[src/rtl/sync_fifo_pkg.sv]
// sync_fifo_pkg: shared types and helpers for the sync_fifo_flex family.
package sync_fifo_pkg;
  typedef enum logic {FIFO_STD, FIFO_FWFT} fifo_mode_e;
  function automatic int fifo_cw(input int depth);
    return $clog2(depth + 1);
  endfunction
endpackage

[src/rtl/sync_fifo_mem.sv]
// sync_fifo_mem: 1-write / 1-async-read storage array, no reset.
module sync_fifo_mem #(
  parameter int WIDTH = 32,
  parameter int DEPTH = 16,
  parameter int AW    = $clog2(DEPTH)
) (
  input  logic             clk,
  input  logic             wr_en,
  input  logic [AW-1:0]    wr_addr,
  input  logic [WIDTH-1:0] wr_data,
  input  logic [AW-1:0]    rd_addr,
  output logic [WIDTH-1:0] rd_data
);
  logic [WIDTH-1:0] r_mem [DEPTH];
  always_ff @(posedge clk)
    if (wr_en) r_mem[wr_addr] <= wr_data;
  assign rd_data = r_mem[rd_addr];
endmodule

[src/rtl/sync_fifo_flex.sv]
// sync_fifo_flex: single-clock FIFO, any DEPTH, STD/FWFT read, flush, thresholds.
// Define SYNC_FIFO_ERR_FLAGS_EN to build the sticky overflow/underflow registers.
module sync_fifo_flex import sync_fifo_pkg::*; #(
  parameter int         WIDTH     = 32,
  parameter int         DEPTH     = 16,
  parameter int         AF_THRESH = DEPTH - 2,
  parameter int         AE_THRESH = 2,
  parameter fifo_mode_e MODE      = FIFO_STD,
  localparam int        CW        = fifo_cw(DEPTH)
) (
  input  logic             clk,
  input  logic             rst_n,
  input  logic             clr,
  input  logic             wr_en,
  input  logic [WIDTH-1:0] wr_data,
  output logic             full,
  output logic             almost_full,
  input  logic             rd_en,
  output logic [WIDTH-1:0] rd_data,
  output logic             rd_valid,
  output logic             empty,
  output logic             almost_empty,
  output logic [CW-1:0]    count,
  output logic             overflow,
  output logic             underflow
);
  localparam int AW = $clog2(DEPTH);
  logic [AW-1:0]    r_wr_ptr, r_rd_ptr;
  logic [CW-1:0]    r_count;
  logic [WIDTH-1:0] w_mem_rdata;
  logic             w_wr_acc, w_rd_acc;
  assign w_wr_acc     = wr_en && !full;
  assign w_rd_acc     = rd_en && !empty;
  assign count        = r_count;
  assign full         = r_count == CW'(DEPTH);
  assign empty        = r_count == '0;
  assign almost_full  = r_count >= CW'(AF_THRESH);
  assign almost_empty = r_count <= CW'(AE_THRESH);
  sync_fifo_mem #(.WIDTH(WIDTH), .DEPTH(DEPTH), .AW(AW)) u_mem (
    .clk     (clk),
    .wr_en   (w_wr_acc && !clr),
    .wr_addr (r_wr_ptr),
    .wr_data (wr_data),
    .rd_addr (r_rd_ptr),
    .rd_data (w_mem_rdata)
  );
  always_ff @(posedge clk or negedge rst_n)
    if (!rst_n) begin
      r_wr_ptr <= '0;
      r_rd_ptr <= '0;
      r_count  <= '0;
    end else if (clr) begin
      r_wr_ptr <= '0;
      r_rd_ptr <= '0;
      r_count  <= '0;
    end else begin
      if (w_wr_acc) r_wr_ptr <= (r_wr_ptr == AW'(DEPTH - 1)) ? '0 : r_wr_ptr + 1'b1;
      if (w_rd_acc) r_rd_ptr <= (r_rd_ptr == AW'(DEPTH - 1)) ? '0 : r_rd_ptr + 1'b1;
      if (w_wr_acc != w_rd_acc) r_count <= w_wr_acc ? r_count + 1'b1 : r_count - 1'b1;
    end
  generate
    if (MODE == FIFO_STD) begin : g_std
      logic [WIDTH-1:0] r_rd_data;
      logic             r_rd_valid;
      always_ff @(posedge clk or negedge rst_n)
        if (!rst_n) begin
          r_rd_data  <= '0;
          r_rd_valid <= 1'b0;
        end else if (clr) begin
          r_rd_valid <= 1'b0;
        end else begin
          r_rd_valid <= w_rd_acc;
          if (w_rd_acc) r_rd_data <= w_mem_rdata;
        end
      assign rd_data  = r_rd_data;
      assign rd_valid = r_rd_valid;
    end else begin : g_fwft
      assign rd_data  = w_mem_rdata;
      assign rd_valid = !empty;
    end
  endgenerate
`ifdef SYNC_FIFO_ERR_FLAGS_EN
  logic r_overflow, r_underflow;
  always_ff @(posedge clk or negedge rst_n)
    if (!rst_n) begin
      r_overflow  <= 1'b0;
      r_underflow <= 1'b0;
    end else if (clr) begin
      r_overflow  <= 1'b0;
      r_underflow <= 1'b0;
    end else begin
      if (wr_en && full)  r_overflow  <= 1'b1;
      if (rd_en && empty) r_underflow <= 1'b1;
    end
  assign overflow  = r_overflow;
  assign underflow = r_underflow;
`else
  assign overflow  = 1'b0;
  assign underflow = 1'b0;
`endif
endmodule

[config.mk]
export PLATFORM = sky130hd
export DESIGN_NAME = sync_fifo_flex
export DESIGN_NICKNAME = d
export VERILOG_FILES = /design/src/rtl/sync_fifo_pkg.sv /design/src/rtl/sync_fifo_mem.sv /design/src/rtl/sync_fifo_flex.sv
export SDC_FILE = /design/constraint.sdc
export NUM_CORES = 1
export LEC_CHECK = 0
export CAP_MARGIN = 20
export CORE_AREA = 5 5 166 232
export DETAILED_ROUTE_END_ITERATION = 8
export DIE_AREA = 0 0 171 237
export GPL_TIMING_DRIVEN = 0
export PLACE_DENSITY = 0.89
export SKIP_CTS_REPAIR_TIMING = 1
export SYNTH_ARGS = -nofsm -noshare
export SYNTH_HDL_FRONTEND = slang
export SYNTH_SLANG_ARGS = --single-unit
[constraint.sdc]
create_clock -name clk -period 4.2 [get_ports clk]
set_clock_uncertainty 0.1 [all_clocks]
set_input_delay 1.05 -clock clk [delete_from_list [all_inputs] [get_ports clk]]
set_output_delay 1.05 -clock clk [all_outputs]
set_load 0.05 [all_outputs]
Word-level counts from Yosys, hierarchy flattened
Memories as Yosys holds them, arrays and structs flattened. A register that Yosys moved wholly into a read port is not among the register bits.
Index checks and enable logic that the tools add are counted.
{ "totals": {"ff_bits": 14, "latchBits": 0, "ramBits": 512, "rom_bits": 0, "elab_cells": 40, "memories": 1} }
{ "mem_list": {"columns": ["name", "words", "word_bits", "read_ports", "rd_clocked_by_memory_dff", "wr", "line", "text"], "rows": [
  ["u_mem.r_mem", 16, 32, 1, 1, 1, "sync_fifo_mem.sv:14", "logic [WIDTH-1:0] r_mem [DEPTH];"]
]} }
{ "op_classes": {"addsub": 4, "mul": 0, "div": 0, "n_lt_le_gt_ge": 2, "n_eq_ne": 4, "shift": 0, "n_mux": 12, "bitwise_logic": 1, "reduce_logical": 12} }
{ "ops": {"columns": ["operator", "count"], "rows": [
  ["4-bit two-way mux", 6],
  ["5-bit two-way mux", 3],
  ["4-bit by 1-bit adder with 4-bit output, second input constant", 2],
  ["4-bit equality test, second input constant", 2],
  ["2-bit nonzero test", 3],
  ["5-bit by 1-bit adder with 5-bit output, second input constant", 1],
  ["5-bit equality test, second input constant", 1],
  ["5-bit by 4-bit >= comparator with 1-bit output, second input constant", 1],
  ["5-bit by 2-bit less-or-equal comparator with 1-bit output, second input constant", 1],
  ["5-bit logical NOT", 1],
  ["5-bit by 1-bit subtractor with 5-bit output, second input constant", 1],
  ["1-bit logical NOT", 4],
  ["1-bit logical AND", 3],
  ["1-bit two-way mux", 3],
  ["2-bit AND reduction", 1],
  ["1-bit != test", 1],
  ["1-bit inverter", 1]
]} }

Depth between registers and ports, before layout
Gate-level depths: netlist of run 1.
{ "depth": {"depth_word": 6, "mapped_depth": 8, "ltp_nobuf": 7} }

Modules after synthesis
From an unflattened synthesis of run 1, not the netlist that was laid out.
{ "unflattened": {"cells_unflattened": 974, "hier_area_um2": 21341.7} }
{ "modules_own_cells": {"columns": ["module", "n_inst", "cells_each", "area_per_inst_um2"], "rows": [
  ["sync_fifo_mem", 1, 806, 19213.4],
  ["sync_fifo_flex", 1, 168, 2128.3]
]} }

Worst setup path before layout of run 1
No wires, ideal clock.
{ "synth_timing": {"kind": "in2reg", "start": "in wr_en", "end": "mem u_mem.r_mem[0][0] (enable)", "arrival_time_ps": 3851, "slack_ps": -212, "path_stages": 4, "path_buffers": 0, "path_cell_list": "inv_1 -> a211oi_1 -> nand2_1 -> nor3_1"} }
{ "synth_via": {"elab_chain_len": 4} }
{ "synth_lines": {"columns": ["element", "line", "text"], "rows": [
  ["start: declaration", "sync_fifo_flex.sv:14", "input logic wr_en,"],
  ["1-bit logical AND", "sync_fifo_flex.sv:32", "assign w_wr_acc = wr_en && !full;"],
  ["1-bit logical AND", "sync_fifo_flex.sv:41", ".wr_en (w_wr_acc && !clr),"],
  ["1-bit two-way mux", "sync_fifo_mem.sv:16", "if (wr_en) r_mem[wr_addr] <= wr_data;"],
  ["1-bit two-way mux (not written as such)", "sync_fifo_mem.sv:16", null],
  ["end: declaration", "sync_fifo_mem.sv:14", null]
]} }
No other way between the ends.

Worst setup path after layout of run 1
{ "layout_timing": {"start": "reg r_count[1] (netlist: count[1])", "end": "out empty"} }
{ "layout_via": {"elab_chain_len": 1} }
{ "layout_lines": {"columns": ["element", "line", "text"], "rows": [
  ["start: declaration", "sync_fifo_flex.sv:29", "logic [CW-1:0] r_count;"],
  ["start signal: assignment", "sync_fifo_flex.sv:59", "if (w_wr_acc != w_rd_acc) r_count <= w_wr_acc ? r_count + 1'b1 : r_count - 1'b1;"],
  ["5-bit logical NOT", "sync_fifo_flex.sv:36", "assign empty = r_count == '0;"],
  ["end: declaration", "sync_fifo_flex.sv:21", "output logic empty,"]
]} }
No other way between the ends.

==> results_dict.tcl, run 1 <==
set metrics [dict create \
    fmax_mhz 260 \
    ys_warn_count 0 \
    critPathArrivalTime_ps 2690 \
    setup_violations 0 \
    rsz0062_at_grt "no" \
    htreeDepth 2 \
    cts.clk_slew.worst_paths_ps 70 \
    drive_above_1_share 0.232 \
    worst_path_largest_cell_delay_ps 810 \
    grt_usage 0.271 \
    ys_ff_latch 558 \
    min_period_ps 3840 \
    synth_area_mm2 0.0214 \
    crit_path_top_delay_cell "clkdlybuf4s50_1" \
    routed_via_density 6.90 \
    grt_pass1_wl_um 78900 \
    critical_path_required_ps 3050 \
    antenna_left 0 \
    synthCells 978 \
    hp-class "flop to flop" \
    grt_pass1_vias 11600 \
    grt_max_degree 29 \
    end_kind "primary output" \
    io_buffers 78 \
    r2r_cells 6 \
    hold_viol_final 0 \
    io_pins 81 \
    crit_type "flop to primary output" \
    hpwl_um 31300 \
    cp_max_fo 10 \
    dieWidth_um 171 \
    synth.most_common_cell "edfxtp_1" \
    fin_tns_setup_ps 0 \
    die_area_mm2 0.0405 \
    fin_crit_sh 0.915 \
    status "finished clean" \
    maxCapViolCount 0 \
    avgSynthCellArea_um2 21.9 \
    dp.cells 1545 \
    peakVddDrop_v 0.000472 \
    gr-total-overflow 0 \
    slew_headroom 0.291 \
    cts_tree "done" \
    r2r-start "count[1]" \
    fin_nets 1176 \
    total_leakage_power_nw 7.94 \
    start_util 0.591 \
    syn_to_final_growth_pct 17.1 \
    whs_endpoint "rd_data[25]" \
    path_cells "or4_4 > buf_6 > nor2_1 > clkdlybuf4s50_1" \
    start_kind "flop" \
    synth_commonest_cells "edfxtp_1, mux4_2, mux2i_1, nand2_1, dfrtp_1" \
    r2r_slack_ps 1120 \
    vias 11300 \
    hold_path_startpoint "rd_data[25]" \
    clk_latency_ps 560 \
    worst_pin_slew_ps 1060 \
    drt_iter0_markers 1686 \
    core_area_mm2 0.0362 \
    dr.pass1.iters 5 \
    holdPathStages 2 \
    route.detailed.drc 0 \
    synth_top_area_frac 0.718 \
    synth_seq_area_share 0.772 \
    cts_root_buffer "clkbuf_16" \
    gp_congestion 0.772 \
    synth_edf_count 512 \
    die_h_um 237 \
    synth_area_leaders "edfxtp_1, mux4_2, dfrtp_1" \
    fin_cells 1634 \
    async_flop_share 0.0824 \
    cts.sinks 558 \
    rr_endpoint "rd_data[9]" \
    wl_per_cell_um 33.1 \
    rows 83 \
    n_antenna_cell 0 \
    antenna_found_initial 2 \
    synthDistinctLibCells 42 \
    slew_violations 0 \
    wl_um 54100 \
    synth_ff_type "edfxtp_1" \
    yosys.area.top_type "edfxtp_1" \
    power.density_mw_per_mm2 540 \
    clock_path_buffers 3 \
    cts_made_buffers 47 \
]
[final cells by class]
type	count	area, um2
tap	467	584
inverter	6	22.5
fill	1972	11200
sequential	558	16500
timing repair buffer	101	1310
buffer	55	243
multi-input combinational	360	4760
clock buffer	59	1310
clock inverter	28	314
[routing by layer]
layer	routed length, um	track usage
met5	29	0
met4	2650	0.125
met3	5860	0.0579
met2	27400	0.442
met1	18100	0.355
[where the power goes]
part           internal (mW)  switching [mW]  leakage [nW]
sequential              6.31           0.187          5.20
combinational          0.837            1.59          1.95
clock                   2.61            2.00         0.798
total                   9.75            3.78          7.94
[worst max-delay path by stage]
stage,depth (start not counted),slack [ps],endpoint,from
global route,4,250,empty,count[1]
global placement,5,-1620,u_mem.r_mem[13][1],wr_en
floorplan,2,480,almost_empty,count[4]
CTS,4,330,empty,count[1]
detailed placement,7,170,u_mem.r_mem[2][1],wr_en
finish,4,360,empty,count[1]
[cell families (layout without fill, tap and decap cells)]
kind of cell	count (synthesis)	in the layout	synth area share
AO/OA/AOI/OAI	60	60	0.0224
XOR/XNOR	4	4	0.00199
adder cells (fa/ha/maj)	10	10	0.00619
buffers and inverters	61	249	0.0124
flip-flops	558	558	0.772
multiplexers	199	199	0.168
other	1	2	0.000175
AND/OR/NAND/NOR	85	85	0.0169
[critical path: cells and delay by family (launching register included)]
family,cells,cell delay (ps)
DFF,1,480
buffers and inverters,2,970
and+or+nand+nor,2,670
[flip-flops by register name, summed over array words and instances (netlist names)]
name,count
r_rd_ptr,4
count,5
r_wr_ptr,4
rd_data,32
u_mem.r_mem,512
rd_valid,1
[stage by stage]
step | cell area [um2] | hold WS (ps) | total power [mW] | util | setup WS (ps)
detailed placement | 23400 | 377 | 8.98 | 0.646 | 166
global route | 25100 | 430 | 13.9 | 0.692 | 251
floorplan | 21400 | 463 | 8.05 | - | 477
global placement | 22800 | 373 | 8.84 | 0.629 | -1620
finish | 25100 | 395 | 13.5 | 0.692 | 358
CTS | 25100 | 398 | 13.5 | 0.691 | 328
[placed cells by master, fill, tap and decap left out, types with 3 or more instances in the layout]
master	Yosys	final
buf_6	1	3
nand2_1	47	47
clkbuf_1	24	29
o221ai_1	32	32
buf_1	11	11
clkinv_1	0	7
buf_2	17	18
ha_1	9	9
o21ai_0	4	4
clkbuf_8	0	5
bufinv_16	0	6
mux2i_1	70	70
dfrtp_1	46	46
buf_16	0	14
mux4_2	128	128
nor2_1	20	8
inv_1	6	6
clkdlybuf4s50_1	0	77
nor2_4	0	12
nor3_4	0	4
o211ai_1	5	5
clkbuf_16	0	49
edfxtp_1	512	512
a21oi_1	8	8
nand3_1	3	3
buf_12	0	5
xor2_1	3	3
clkinv_2	0	7
clkinv_4	0	4
Power figures use the tool's default switching activity.
==> inputs of run 2 (changes only) <==
--- a/config.mk
+++ b/config.mk
@@ -6,11 +6,11 @@
 export NUM_CORES = 1
 export LEC_CHECK = 0
 export CAP_MARGIN = 20
-export CORE_AREA = 5 5 166 232
+export CORE_AREA = 5 5 202 282
 export DETAILED_ROUTE_END_ITERATION = 8
-export DIE_AREA = 0 0 171 237
+export DIE_AREA = 0 0 207 287
 export GPL_TIMING_DRIVEN = 0
-export PLACE_DENSITY = 0.89
+export PLACE_DENSITY = 0.67
 export SKIP_CTS_REPAIR_TIMING = 1
 export SYNTH_ARGS = -nofsm -noshare
 export SYNTH_HDL_FRONTEND = slang
==> constraint.sdc (replaced) <==
create_clock -name clk -period 4.5 [get_ports clk]
set_clock_uncertainty 0.1 [all_clocks]
set_input_delay 1.125 -clock clk [delete_from_list [all_inputs] [get_ports clk]]
set_output_delay 1.125 -clock clk [all_outputs]
set_load 0.05 [all_outputs]
==> run 2 against run 1 <==
Wire length fell by 10%. Non-clock buffer count increased by 7. Sequential cell count unchanged. Setup slack gained 150 ps. Register-to-register slack gained 60 ps. Critical path depth unchanged. Critical endpoint is now full.
==> results_dict.tcl, run 2 (synthesis gave the netlist of run 1 again) <==
set metrics [dict create \
    largest_reg_flops 512 \
    hp-class "flop to flop" \
    holdPathStages 2 \
    fin_crit_sh 0.887 \
    pre_cts_ws_ps 83.3 \
    worst_pin_slew_ps 1110 \
    rsz0062_at_grt "no" \
    grt_usage 0.161 \
    die_h_um 287 \
    design_area_mm2 0.0252 \
    r2r-start "count[1]" \
    dr.pass1.iters 5 \
    start_kind "flop" \
    dpl_cell_area_mm2 0.0237 \
    power_mw 12.2 \
    met3_length_um 2500 \
    htreeDepth 2 \
    hold_path_startpoint "rd_data[22]" \
    drt_iter0_markers 958 \
    core_area_mm2 0.0541 \
    gr-total-overflow 0 \
    wl_um 48400 \
    end_kind "primary output" \
    wl_per_cell_um 25.5 \
    slew_headroom 0.260 \
    whs_endpoint "rd_data[22]" \
    grt_pass1_vias 10900 \
    hpwl_um 31600 \
    crit_type "flop to primary output" \
    antenna_found_initial 3 \
    cts_tree "done" \
    io_buffers 78 \
    wl_met2_um 26100 \
    grt_pass1_wl_um 72100 \
    critical_path_required_ps 3270 \
    peakVddDrop_v 0.000316 \
    drive_above_1_share 0.232 \
    syn_to_final_growth_pct 17.6 \
    regMostFlops "u_mem.r_mem" \
    wl_met1_um 18400 \
    rr_endpoint "u_mem.r_mem[2][26]" \
    die_area_mm2 0.0594 \
    worst_path_largest_cell_delay_ps 830 \
    clk_latency_ps 570 \
    route.detailed.drc 0 \
    fmax_mhz 251 \
    maxCapViolCount 0 \
    critPathArrivalTime_ps 2770 \
    r2r_slack_ps 1180 \
    rows 101 \
    status "finished clean" \
    fin_tns_setup_ps 0 \
    utilization 0.466 \
    cts.sinks 558 \
    start_util 0.396 \
    final_cell_mix "edfxtp_1, mux4_2, clkdlybuf4s50_1" \
    setup_slack_ps 509 \
    antenna_left 0 \
    power.density_mw_per_mm2 486 \
    cp_max_fo 10 \
    crit_path_top_delay_cell "clkdlybuf4s50_1" \
    cts.clk_slew.worst_paths_ps 70 \
    vias 10200 \
    gp_congestion 0.725 \
    routed_via_density 5.39 \
    cts_made_buffers 48 \
    min_period_ps 3990 \
    hold_viol_final 0 \
    setup_violations 0 \
    io_pins 81 \
    dieWidth_um 207 \
    slew_violations 0 \
    cts_root_buffer "clkbuf_16" \
    r2r_cells 7 \
    clock_path_buffers 3 \
    path_cells "or4_4 > buf_6 > nor2_1 > clkdlybuf4s50_1" \
    grt_max_degree 47 \
    fin_nets 1184 \
    top_layer "met5" \
    layout_commonest_cell "edfxtp_1" \
    total_leakage_power_nw 7.89 \
]
-- run 2: layer usage --
metal | vias up | track usage
met1 | 5453 | 0.198
li1 | 4403 | -
met4 | 4 | 0.0516
met3 | 83 | 0.0271
met2 | 296 | 0.292
met5 | - | 0
-- run 2: area by class of cell --
class,count,area [um2]
Antenna cell,1,2.50
Buffer,55,243
Clock buffer,68,1320
Clock inverter,21,186
Fill cell,4497,28900
Inverter,6,22.5
Multi-Input combinational cell,360,4730
Sequential cell,558,16500
Tap cell,721,902
Timing Repair Buffer,108,1250
-- run 2: critical path, delay by kind of cell (launching register included) --
family	cells	cell delay (ps)
buf+inv	2	1000
flops	1	490
simple gates	2	720
-- run 2: report_power, final --
| group | switching, mW | internal, mW |
|---|---|---|
| Clock | 1.80 | 2.17 |
| Sequential | 0.162 | 5.89 |
| Combinational | 1.43 | 0.787 |
| Total | 3.40 | 8.85 |
-- run 2: worst max-delay path by stage --
stage / slack (ps) / cells after the start / from / to
floorplan: 10 / 4 / wr_en / u_mem.r_mem[0][0]
global placement: -3370 / 5 / wr_en / u_mem.r_mem[1][0]
detailed placement: 80 / 8 / wr_en / u_mem.r_mem[2][1]
CTS: 430 / 4 / count[1] / full
global route: 410 / 4 / count[1] / full
finish: 510 / 4 / count[1] / full
-- run 2: stage by stage --
step,hold slack [ps],std cells
after detailed placement,379,1807
after global routing,433,1898
after global placement,371,1778
final,391,1898
after CTS,400,1896
after floorplan,463,979
